===== config.mk =====
export PLATFORM = sky130hd
export DESIGN_NAME = chicken_judge_flat
export DESIGN_NICKNAME = d
export VERILOG_FILES = /design/src/rtl/chicken_pkg.sv /design/src/rtl/chicken_judge_if.sv /design/src/rtl/chicken_image_rom.sv /design/src/rtl/chicken_judge.sv /design/src/flat_wrapper.sv
export SDC_FILE = /design/constraint.sdc
export NUM_CORES = 1
export LEC_CHECK = 0
export BUFFER_PORTS_ARGS = -buffer_cell sky130_fd_sc_hd__buf_2
export CORE_ASPECT_RATIO = 0.75
export CORE_MARGIN = 4
export CORE_UTILIZATION = 58
export DETAILED_ROUTE_END_ITERATION = 10
export PLACE_DENSITY = 0.79
export SLEW_MARGIN = 20
export SYNTH_ARGS = -nofsm -noshare
export SYNTH_HDL_FRONTEND = slang
export SYNTH_SLANG_ARGS = --single-unit

===== constraint.sdc =====
create_clock -name clk -period 4 [get_ports clk]
set_clock_uncertainty 0.15 [all_clocks]
set_input_delay 0.4 -clock clk [delete_from_list [all_inputs] [get_ports clk]]
set_output_delay 0.4 -clock clk [all_outputs]
set_load 0.02 [all_outputs]

===== src/rtl/chicken_pkg.sv =====
// Shared definitions for the Chicken Cha-Cha-Cha game: control state codes
// and default game dimensions, used by both the control FSM and the judge.
package chicken_pkg;

  typedef enum logic [2:0] {
    ST_IDLE  = 3'b000,
    ST_SETUP = 3'b001,
    ST_INIT  = 3'b010,
    ST_WAIT  = 3'b011,
    ST_JUDGE = 3'b100,
    ST_MISS  = 3'b101,
    ST_MOVE  = 3'b110,
    ST_DONE  = 3'b111
  } chicken_state_t;

  localparam int TRACK_LEN_DEF = 16;
  localparam int IMG_NUM_DEF   = 8;
  localparam int WIN_STEPS_DEF = 16;
  localparam int MAX_PLAYERS   = 4;

endpackage


===== src/rtl/chicken_judge_if.sv =====
// Control-FSM <-> judge bundle. M is the FSM state code, key is sampled only
// while M is ST_WAIT, B qualifies the ST_MOVE update, and go/win are
// registered verdicts that stay stable through ST_JUDGE and ST_MOVE.
interface chicken_judge_if #(
  parameter int PW = 4
);
  logic [2:0]      M;
  logic [1:0]      N;
  logic [3:0]      key;
  logic            A;
  logic            B;
  logic            go;
  logic            win;
  logic [1:0]      cur_player;
  logic [4*PW-1:0] pos_bus;
  logic            winner_valid;

  modport master (
    output M, N, key, A, B,
    input  go, win, cur_player, pos_bus, winner_valid
  );

  modport slave (
    input  M, N, key, A, B,
    output go, win, cur_player, pos_bus, winner_valid
  );
endinterface


===== src/rtl/chicken_image_rom.sv =====
// Combinational image lookup: compares the flipped card's image with the
// image printed on a track tile. Keys outside 1..IMG_NUM never match.
module chicken_image_rom #(
  parameter int TRACK_LEN = chicken_pkg::TRACK_LEN_DEF,
  parameter int IMG_NUM   = chicken_pkg::IMG_NUM_DEF,
  parameter int PW        = $clog2(TRACK_LEN)
) (
  input  logic [PW-1:0] tile,
  input  logic [3:0]    key,
  output logic          match
);

  int unsigned tile_img;
  int unsigned card_img;
  logic        in_range;

  always_comb begin
    tile_img = ((32'(tile) * 3) + 1) % IMG_NUM;
    card_img = 32'(key) - 1;
    in_range = (key != 4'd0) && (32'(key) <= IMG_NUM);
    match    = in_range && (card_img == tile_img);
  end

endmodule


===== src/rtl/chicken_judge.sv =====
// Game datapath beside the control FSM: tracks turn, positions and step
// counts, and registers the go/win verdict for each flipped card.
module chicken_judge
  import chicken_pkg::*;
#(
  parameter int TRACK_LEN = TRACK_LEN_DEF,
  parameter int IMG_NUM   = IMG_NUM_DEF,
  parameter int WIN_STEPS = WIN_STEPS_DEF
) (
  input  logic            clk,
  input  logic            rst,
  chicken_judge_if.slave  bus
);

  localparam int PW = $clog2(TRACK_LEN);

  chicken_state_t st;
  logic [PW-1:0]  pos_q   [MAX_PLAYERS];
  logic [7:0]     steps_q [MAX_PLAYERS];
  logic [1:0]     cur_q;
  logic [2:0]     n_players_q;
  logic           go_q;
  logic           win_q;

  logic [PW-1:0]  nxt;
  logic           match;
  logic           last_step;
  logic [1:0]     next_player;

  assign st = chicken_state_t'(bus.M);

  // Tile ahead of the current player; the power-of-2 width makes it wrap.
  assign nxt       = pos_q[cur_q] + PW'(1);
  assign last_step = ({1'b0, steps_q[cur_q]} + 9'd1) == 9'(WIN_STEPS);
  assign next_player = (({1'b0, cur_q} + 3'd1) == n_players_q) ? 2'd0 : cur_q + 2'd1;

  chicken_image_rom #(
    .TRACK_LEN (TRACK_LEN),
    .IMG_NUM   (IMG_NUM),
    .PW        (PW)
  ) u_rom (
    .tile  (nxt),
    .key   (bus.key),
    .match (match)
  );

  always_ff @(posedge clk or negedge rst) begin
    if (!rst) begin
      go_q        <= 1'b0;
      win_q       <= 1'b0;
      cur_q       <= 2'd0;
      n_players_q <= 3'd0;
      for (int p = 0; p < MAX_PLAYERS; p++) begin
        pos_q[p]   <= '0;
        steps_q[p] <= 8'd0;
      end
    end else begin
      case (st)
        ST_IDLE: begin
          go_q  <= 1'b0;
          win_q <= 1'b0;
        end
        ST_INIT: begin
          n_players_q <= (bus.N == 2'd0) ? 3'd4 : {1'b0, bus.N};
          cur_q       <= 2'd0;
          go_q        <= 1'b0;
          win_q       <= 1'b0;
          for (int p = 0; p < MAX_PLAYERS; p++) begin
            pos_q[p]   <= PW'(p * TRACK_LEN / 4);
            steps_q[p] <= 8'd0;
          end
        end
        ST_WAIT: begin
          if (bus.key != 4'd0) begin
            go_q  <= match;
            win_q <= match && last_step;
          end
        end
        ST_MISS: begin
          cur_q <= next_player;
          go_q  <= 1'b0;
        end
        ST_MOVE: begin
          if (bus.B) begin
            pos_q[cur_q] <= nxt;
            if (steps_q[cur_q] < 8'(WIN_STEPS))
              steps_q[cur_q] <= steps_q[cur_q] + 8'd1;
            // A winning hit keeps go/win up into ST_DONE; otherwise go drops.
            go_q <= win_q;
          end
        end
        default: ;
      endcase
    end
  end

  always_comb begin
    bus.pos_bus = '0;
    for (int p = 0; p < MAX_PLAYERS; p++)
      bus.pos_bus[p*PW +: PW] = pos_q[p];
  end

  assign bus.go           = go_q;
  assign bus.win          = win_q;
  assign bus.cur_player   = cur_q;
  assign bus.winner_valid = (st == ST_DONE);

  // A is a status flag for display only.
  logic unused_a;
  assign unused_a = bus.A;

endmodule


===== src/flat_wrapper.sv =====
// flat-port wrapper written by rule: the top's interface ports become plain ports
module chicken_judge_flat import chicken_pkg::*;
#(
  parameter int TRACK_LEN = TRACK_LEN_DEF,
  parameter int IMG_NUM   = IMG_NUM_DEF,
  parameter int WIN_STEPS = WIN_STEPS_DEF
)
  (clk, rst, bus_M, bus_N, bus_key, bus_A, bus_B, bus_go, bus_win, bus_cur_player, bus_pos_bus, bus_winner_valid);
  chicken_judge_if #(.PW((4))) bus_i ();
  input  logic clk;
  input  logic rst;
  input wire logic [$bits(bus_i.M)-1:0] bus_M;
  input wire logic [$bits(bus_i.N)-1:0] bus_N;
  input wire logic [$bits(bus_i.key)-1:0] bus_key;
  input wire logic [$bits(bus_i.A)-1:0] bus_A;
  input wire logic [$bits(bus_i.B)-1:0] bus_B;
  output wire logic [$bits(bus_i.go)-1:0] bus_go;
  output wire logic [$bits(bus_i.win)-1:0] bus_win;
  output wire logic [$bits(bus_i.cur_player)-1:0] bus_cur_player;
  output wire logic [$bits(bus_i.pos_bus)-1:0] bus_pos_bus;
  output wire logic [$bits(bus_i.winner_valid)-1:0] bus_winner_valid;
  assign bus_i.M = bus_M;
  assign bus_i.N = bus_N;
  assign bus_i.key = bus_key;
  assign bus_i.A = bus_A;
  assign bus_i.B = bus_B;
  assign bus_go = bus_i.go;
  assign bus_win = bus_i.win;
  assign bus_cur_player = bus_i.cur_player;
  assign bus_pos_bus = bus_i.pos_bus;
  assign bus_winner_valid = bus_i.winner_valid;
  chicken_judge #(.TRACK_LEN(TRACK_LEN), .IMG_NUM(IMG_NUM), .WIN_STEPS(WIN_STEPS)) u_core (.clk(clk), .rst(rst), .bus(bus_i));
endmodule

Word-level counts from Yosys, hierarchy flattened
Index checks and enable logic that the tools add are counted.

cells by class
  muxes and demuxes = 25
  multipliers = 1
  $add $sub $neg = 7
  shift-type cells = 0
  divide/modulo/power cells = 0
  $lt $le $gt $ge = 4
  bitwise gates (word level) = 1
  equal/unequal tests = 11
  reduce and logical (&&, ||, !) cells = 17

operator list
  kind                   count
  $mux W32               2
  $pmux W32 S2           1
  $bwmux W32             1
  $eq A32 B3 Y1          1
  $pmux W16 S2           1
  $mux W8                3
  $bmux W8 S2            1
  $bwmux W16             1
  $demux W8 S2           1
  $mux W16               1
  $mux W4                3
  $add A8 B1 Y9 const B  1
  $eq A3 B3 Y1 const B   3
  $eq A9 B5 Y1 const B   1
  $add A8 B1 Y8 const B  1
  $bmux W4 S2            1
  $demux W4 S2           1
  $lt A8 B5 Y1 const B   1
  $eq A3 B2 Y1 const B   2
  $reduce_and A3 Y1      2
  $reduce_bool A2 Y1     3
  $sub A4 B1 Y5 const B  1
  $add A4 B1 Y4 const B  1
  $le A4 B4 Y1 const B   1
  24 further kinds       31

word-level totals
  bits of input ports = 13
  register bits after elaboration = 55
  memories = 0
  memory bits (writable) = 0
  bits in read-only memories = 0
  bits in latches = 0
  output and inout bits = 21
  word-level logic and storage cells = 78

Depth between registers and ports, before layout
  depth in word-level cells = 12
  depth in mapped cells = 9
  mapped depth without buffers = 7

Cells and area by module
A second synthesis with hierarchy kept.

second synthesis, totals
  cells, all modules = 262
  area, all modules = 3034.2 µm²

by module, submodules not included
  module             instances  sequential area each (µm²)  cells each  area an instance (µm²)
  chicken_judge      1          1376.3                      244         2877.8
  chicken_image_rom  1          0.0                         18          156.4

Least setup slack after synthesis
No wires, ideal clock.

  path kind = reg2reg
  start point = register u_core.cur_q[0] (netlist: u_core.bus.cur_player[0])
  end point = register u_core.win_q (netlist: u_core.bus.win)
  cell stages (with the launch flop) = 10
  buffers on the path = 2
  library setup time = 0.095 ns
  clock period less this slack = 2.988 ns
  required time = 3.755 ns
  arrival = 2.743 ns
  slack = 1.012 ns
  path through = dfrtp_1 > buf_6 > buf_2 > mux4_2 > ha_1 > xnor2_1 > xnor3_1 > mux2i_1 > nand4_1 > o31ai_1

on the way
  word-level cells in the longest chain between the ends = 12
  elaborated cells between the ends (all ways) = 17
  classes of those cells = add/sub (3); mul (1); eq/ne (2); mux (8); bitwise (1); reduce/logical (2)

ends and longest elaborated chain
  item                                         RTL line                                  RTL
  from (decl)                                  chicken_judge.sv:20                       logic [1:0] cur_q;
  from (signal assigned)                       chicken_judge.sv:80                       cur_q <= next_player;
  $not A2 Y3 (implied by the code) *           chicken_judge.sv:33, chicken_judge.sv:34
  $bmux W4 S2                                  chicken_judge.sv:33                       assign nxt = pos_q[cur_q] + PW'(1);
  $mux W4 (implied by the code) (2 in series)  chicken_judge.sv:33
  $add A4 B1 Y4                                chicken_judge.sv:33
  $mul A4 B2 Y3                                chicken_image_rom.sv:18                   tile_img = ((32'(tile) * 3) + 1) % IMG_NUM;
  $add A3 B1 Y3                                chicken_image_rom.sv:18
  $eq A32 B3 Y1                                chicken_image_rom.sv:21                   match = in_range && (card_img == tile_img);
  $logic_and A1 B1 Y1                          chicken_image_rom.sv:21
  $logic_and A1 B1 Y1 *                        chicken_judge.sv:76                       win_q <= match && last_step;
  $mux W1 *                                    chicken_judge.sv:74                       if (bus.key != 4'd0) begin
  $pmux W1 S2 *                                chicken_judge.sv:58                       case (st)
  to (signal assigned)                         chicken_judge.sv:76
  to (decl)                                    chicken_judge.sv:23                       logic win_q;

Every way passes the cells marked *; elsewhere a longest branch is shown, timed or not. The select of a mux whose other input is x is not followed.
A chain may end at the register's enable or synchronous reset.

Worst setup path after layout
  start point = register u_core.cur_q[0] (netlist: u_core.bus.cur_player[0])
  end point = register u_core.steps_q[1] (netlist bit)

on the way
  word-level cells in the longest chain between the ends = 9
  elaborated cells between the ends (all ways) = 17
  classes of those cells = add/sub (1); order compare (3); eq/ne (1); mux (9); bitwise (1); reduce/logical (2)

ends and longest elaborated chain
  item                                                                  RTL line                                  RTL
  $not A2 Y3 (implied by the code) *                                    chicken_judge.sv:86, chicken_judge.sv:87
  $bmux W8 S2 (tied with other cells)                                   chicken_judge.sv:86, chicken_judge.sv:87
  $mux W8 (implied by the code) or $logic_and A1 B1 Y1 (tied branches)  chicken_judge.sv:86, chicken_judge.sv:87
  $mux W8, on equally long branches                                     chicken_judge.sv:86, chicken_judge.sv:87
  $add A8 B1 Y8 or $demux W8 S2 (tied branches)                         chicken_judge.sv:87                       steps_q[cur_q] <= steps_q[cur_q] + 8'd1;
  $bwmux W32                                                            chicken_judge.sv:87
  $mux W32                                                              chicken_judge.sv:86                       if (steps_q[cur_q] < 8'(WIN_STEPS))
  $mux W32                                                              chicken_judge.sv:84                       if (bus.B) begin
  $pmux W32 S2                                                          chicken_judge.sv:58
  to (signal, indexed assignment)                                       chicken_judge.sv:87
  to (decl)                                                             chicken_judge.sv:19                       logic [7:0] steps_q [MAX_PLAYERS];

Marks and branches as above.

==> results.cfg <==
[grt]
grt_pass1_wl_microns = 11000
grtUsageTotal_pct = 22.0
grt_max_degree = 56
antenna_found_initial = 0
overflow = 0
first_global_vias = 2132

[sta]
timing.hold.ws_ns = 0.0442
timing.final.max_slew_violations = 0
rsz0062_at_grt = no
post-route-period-util_pct = 74.9
finalSetupTns_ns = 0
tightest_slew_ns = 0.690
timing.final.setup_violations = 0
fin_crit_ns = 3.00
fmax_ghz = 0.334
hold_viol_final = 0
slew_headroom_pct = 54.0

[critical_path]
cp.arrival_ns = 3.05
crit_path_end_kind = flop
worstRegToRegCells = 6
path_class = reg2reg
worstPathMaxFanout = 14
ff2ff_setup_slack_ns = 1.00
required_ns = 4.06
cp-start-kind = flop

[clock_tree]
postCtsResizedCells = 0
htreeDepth = 2
cts-root-buf = clkbuf_8
cts_tree = yes
post_cts_buffers = 0
numClockSinks = 55
cts_made_buffers = 5
clockBufferDepth = 2
postCtsHoldBufs = 0
clk_pin_slew_ns = 0.10
clkLatencyLatePin_ns = 0.32

[synthesis]
synth_xor_area_share_pct = 4.85
postSynth.asyncResetShare_pct = 100
synth-seq-area-share_pct = 46.0
synth_cell_types = 44
synth-seq-cells = 55
synth-simple-area-share_pct = 14.7
syn_area_per_cell_sq_um = 11.2
synthCells = 267
synth_nets = 288
synthAdderAreaFrac_pct = 3.35
synth-compound-area-share_pct = 17.2
syn_area_sq_mm = 0.00299
synth_edf_count = 0
yosys_warnings = 0
synthMuxAreaShare_pct = 10.8
synth_top_family_by_area = compound AO/OA/AOI/OAI gates
ys_dominant_reg_cell = dfrtp_1

[place]
placed_area_sq_mm = 0.00320
place_hpwl_microns = 4790
portBuffers = 32
gp_congestion = 0.862

[route]
drtPass1Iterations = 5
postRouteAntennaNets = 0
wl_per_cell_microns = 18.6
drc_errors = 0
drtIter0Drc = 252
vias = 2287
routed_wl_microns = 6700
vias_per_cell = 6.34

[floorplan]
initial_core_util_pct = 60.7
die_area_sq_mm = 0.00638
die-width_microns = 90.9
ios = 34
core_sq_mm = 0.00493
row_count = 22
fp.dieH_microns = 70.2

[finish]
final_util_pct = 66.9
design_area_sq_mm = 0.00330
areaGrowthSynthToFinish_pct = 10.2
drive_gt1_share_pct = 24.6
final_nets = 321
num_antenna_cells = 0

[pwr]
leakage_nw = 1.49
ir_worst_vdd_uv = 357
powerDensity_mw_per_mm2 = 427

[hold_path]
hold_path_class = in2async

[status]
status = completed

[flow_run]
max_cap_viol_count = 0
critical path, cell delays in order, from the launching register on:
cell and delay (ns):
dfrtp_1 0.55, buf_4 0.33, mux4_2 0.61, or4_4 0.65
o21ai_2 0.18, nand2_2 0.14, a32o_1 0.25
cell type report:
cell class	instances	area [sq um]
Timing Repair Buffer	35	183
Clock inverter	3	23.8
Multi-Input combinational cell	191	1520
Tap cell	60	75.1
Inverter	12	45.0
Fill cell	383	1630
Sequential cell	55	1380
Clock buffer	5	68.8
registers in the layout, summed over array words and instances (netlist names):
register / count
u_core.bus.cur_player: 2
u_core.bus.go: 1
u_core.bus.pos_bus: 16
u_core.bus.win: 1
u_core.n_players_q: 3
u_core.steps_q: 32
layer usage:
metal	vias up	wire length (microns)	GRT usage, %
met5	-	0	0
met4	0	60	5.18
met3	7	529	5.60
met2	96	2940	30.5
met1	1130	3170	34.3
li1	1054	-	-
per-stage QoR:
stage | std cells | setup WS, ns | total power, mW
floorplan | 267 | 1.01 | 0.969
global placement | 353 | 1.05 | 1.08
detailed placement | 353 | 1.01 | 1.09
CTS | 361 | 0.994 | 1.41
global route | 361 | 0.845 | 1.47
finish | 361 | 1.00 | 1.41
synth_stat cells (4+ instances only):
library cell / count / share of area (%)
dfrtp_1: 55 / 46
nand2_1: 23 / 2.9
o2bb2ai_1: 16 / 4.7
and2_1: 14 / 2.9
nor2_1: 13 / 1.6
inv_1: 12 / 1.5
mux4_2: 12 / 9.0
a21oi_1: 9 / 1.5
xor2_1: 9 / 2.6
ha_1: 8 / 3.3
nand2_2: 8 / 1.7
nand3_1: 7 / 1.2
nand2b_1: 6 / 1.3
o21ai_0: 6 / 1.0
o22ai_1: 6 / 1.3
a22o_1: 5 / 1.5
a32o_1: 5 / 1.7
clkbuf_1: 5 / 0.63
xnor2_1: 5 / 1.5
o21ai_2: 4 / 1.2
o31ai_1: 4 / 1.0
worst paths after layout:
path	endpoint	from
worst min-delay path	u_core.bus.pos_bus[7]$_DFFE_PN0P_	rst
worst min register to register	u_core.steps_q[29]$_DFFE_PN0P_	u_core.steps_q[29]$_DFFE_PN0P_
worst max-delay path	u_core.steps_q[1]$_DFFE_PN0P_	u_core.bus.cur_player[0]$_DFFE_PN0P_
max in group asynchronous	u_core.n_players_q[1]$_DFFE_PN0P_	rst
worst max register to register	u_core.steps_q[1]$_DFFE_PN0P_	u_core.bus.cur_player[0]$_DFFE_PN0P_
min in group clk	u_core.n_players_q[2]$_DFFE_PN0P_	bus_N[0]
kinds of logic after synthesis:
logic type | count (synthesis)
and+or+nand+nor | 82
DFF | 55
AOI/OAI and AO/OA | 69
xor gates and xnor gates | 15
buffers and inverters | 21
muxes | 17
adders and majority gates | 8
layout by cell type (no fill, tap or decap), types with 9 or more instances in the layout:
master / instances
o2bb2ai_1: 16
a21oi_1: 9
mux4_2: 12
inv_1: 12
nand2_1: 23
nor2_1: 13
dfrtp_1: 55
buf_2: 32
xor2_1: 9
and2_1: 14
power by group:
group	switching, mW	total (mW)	internal [mW]
Combinational	0.244	0.431	0.187
Sequential	0.0532	0.656	0.603
Clock	0.195	0.321	0.126
Total	0.493	1.41	0.915
Power figures use the tool's default switching activity.
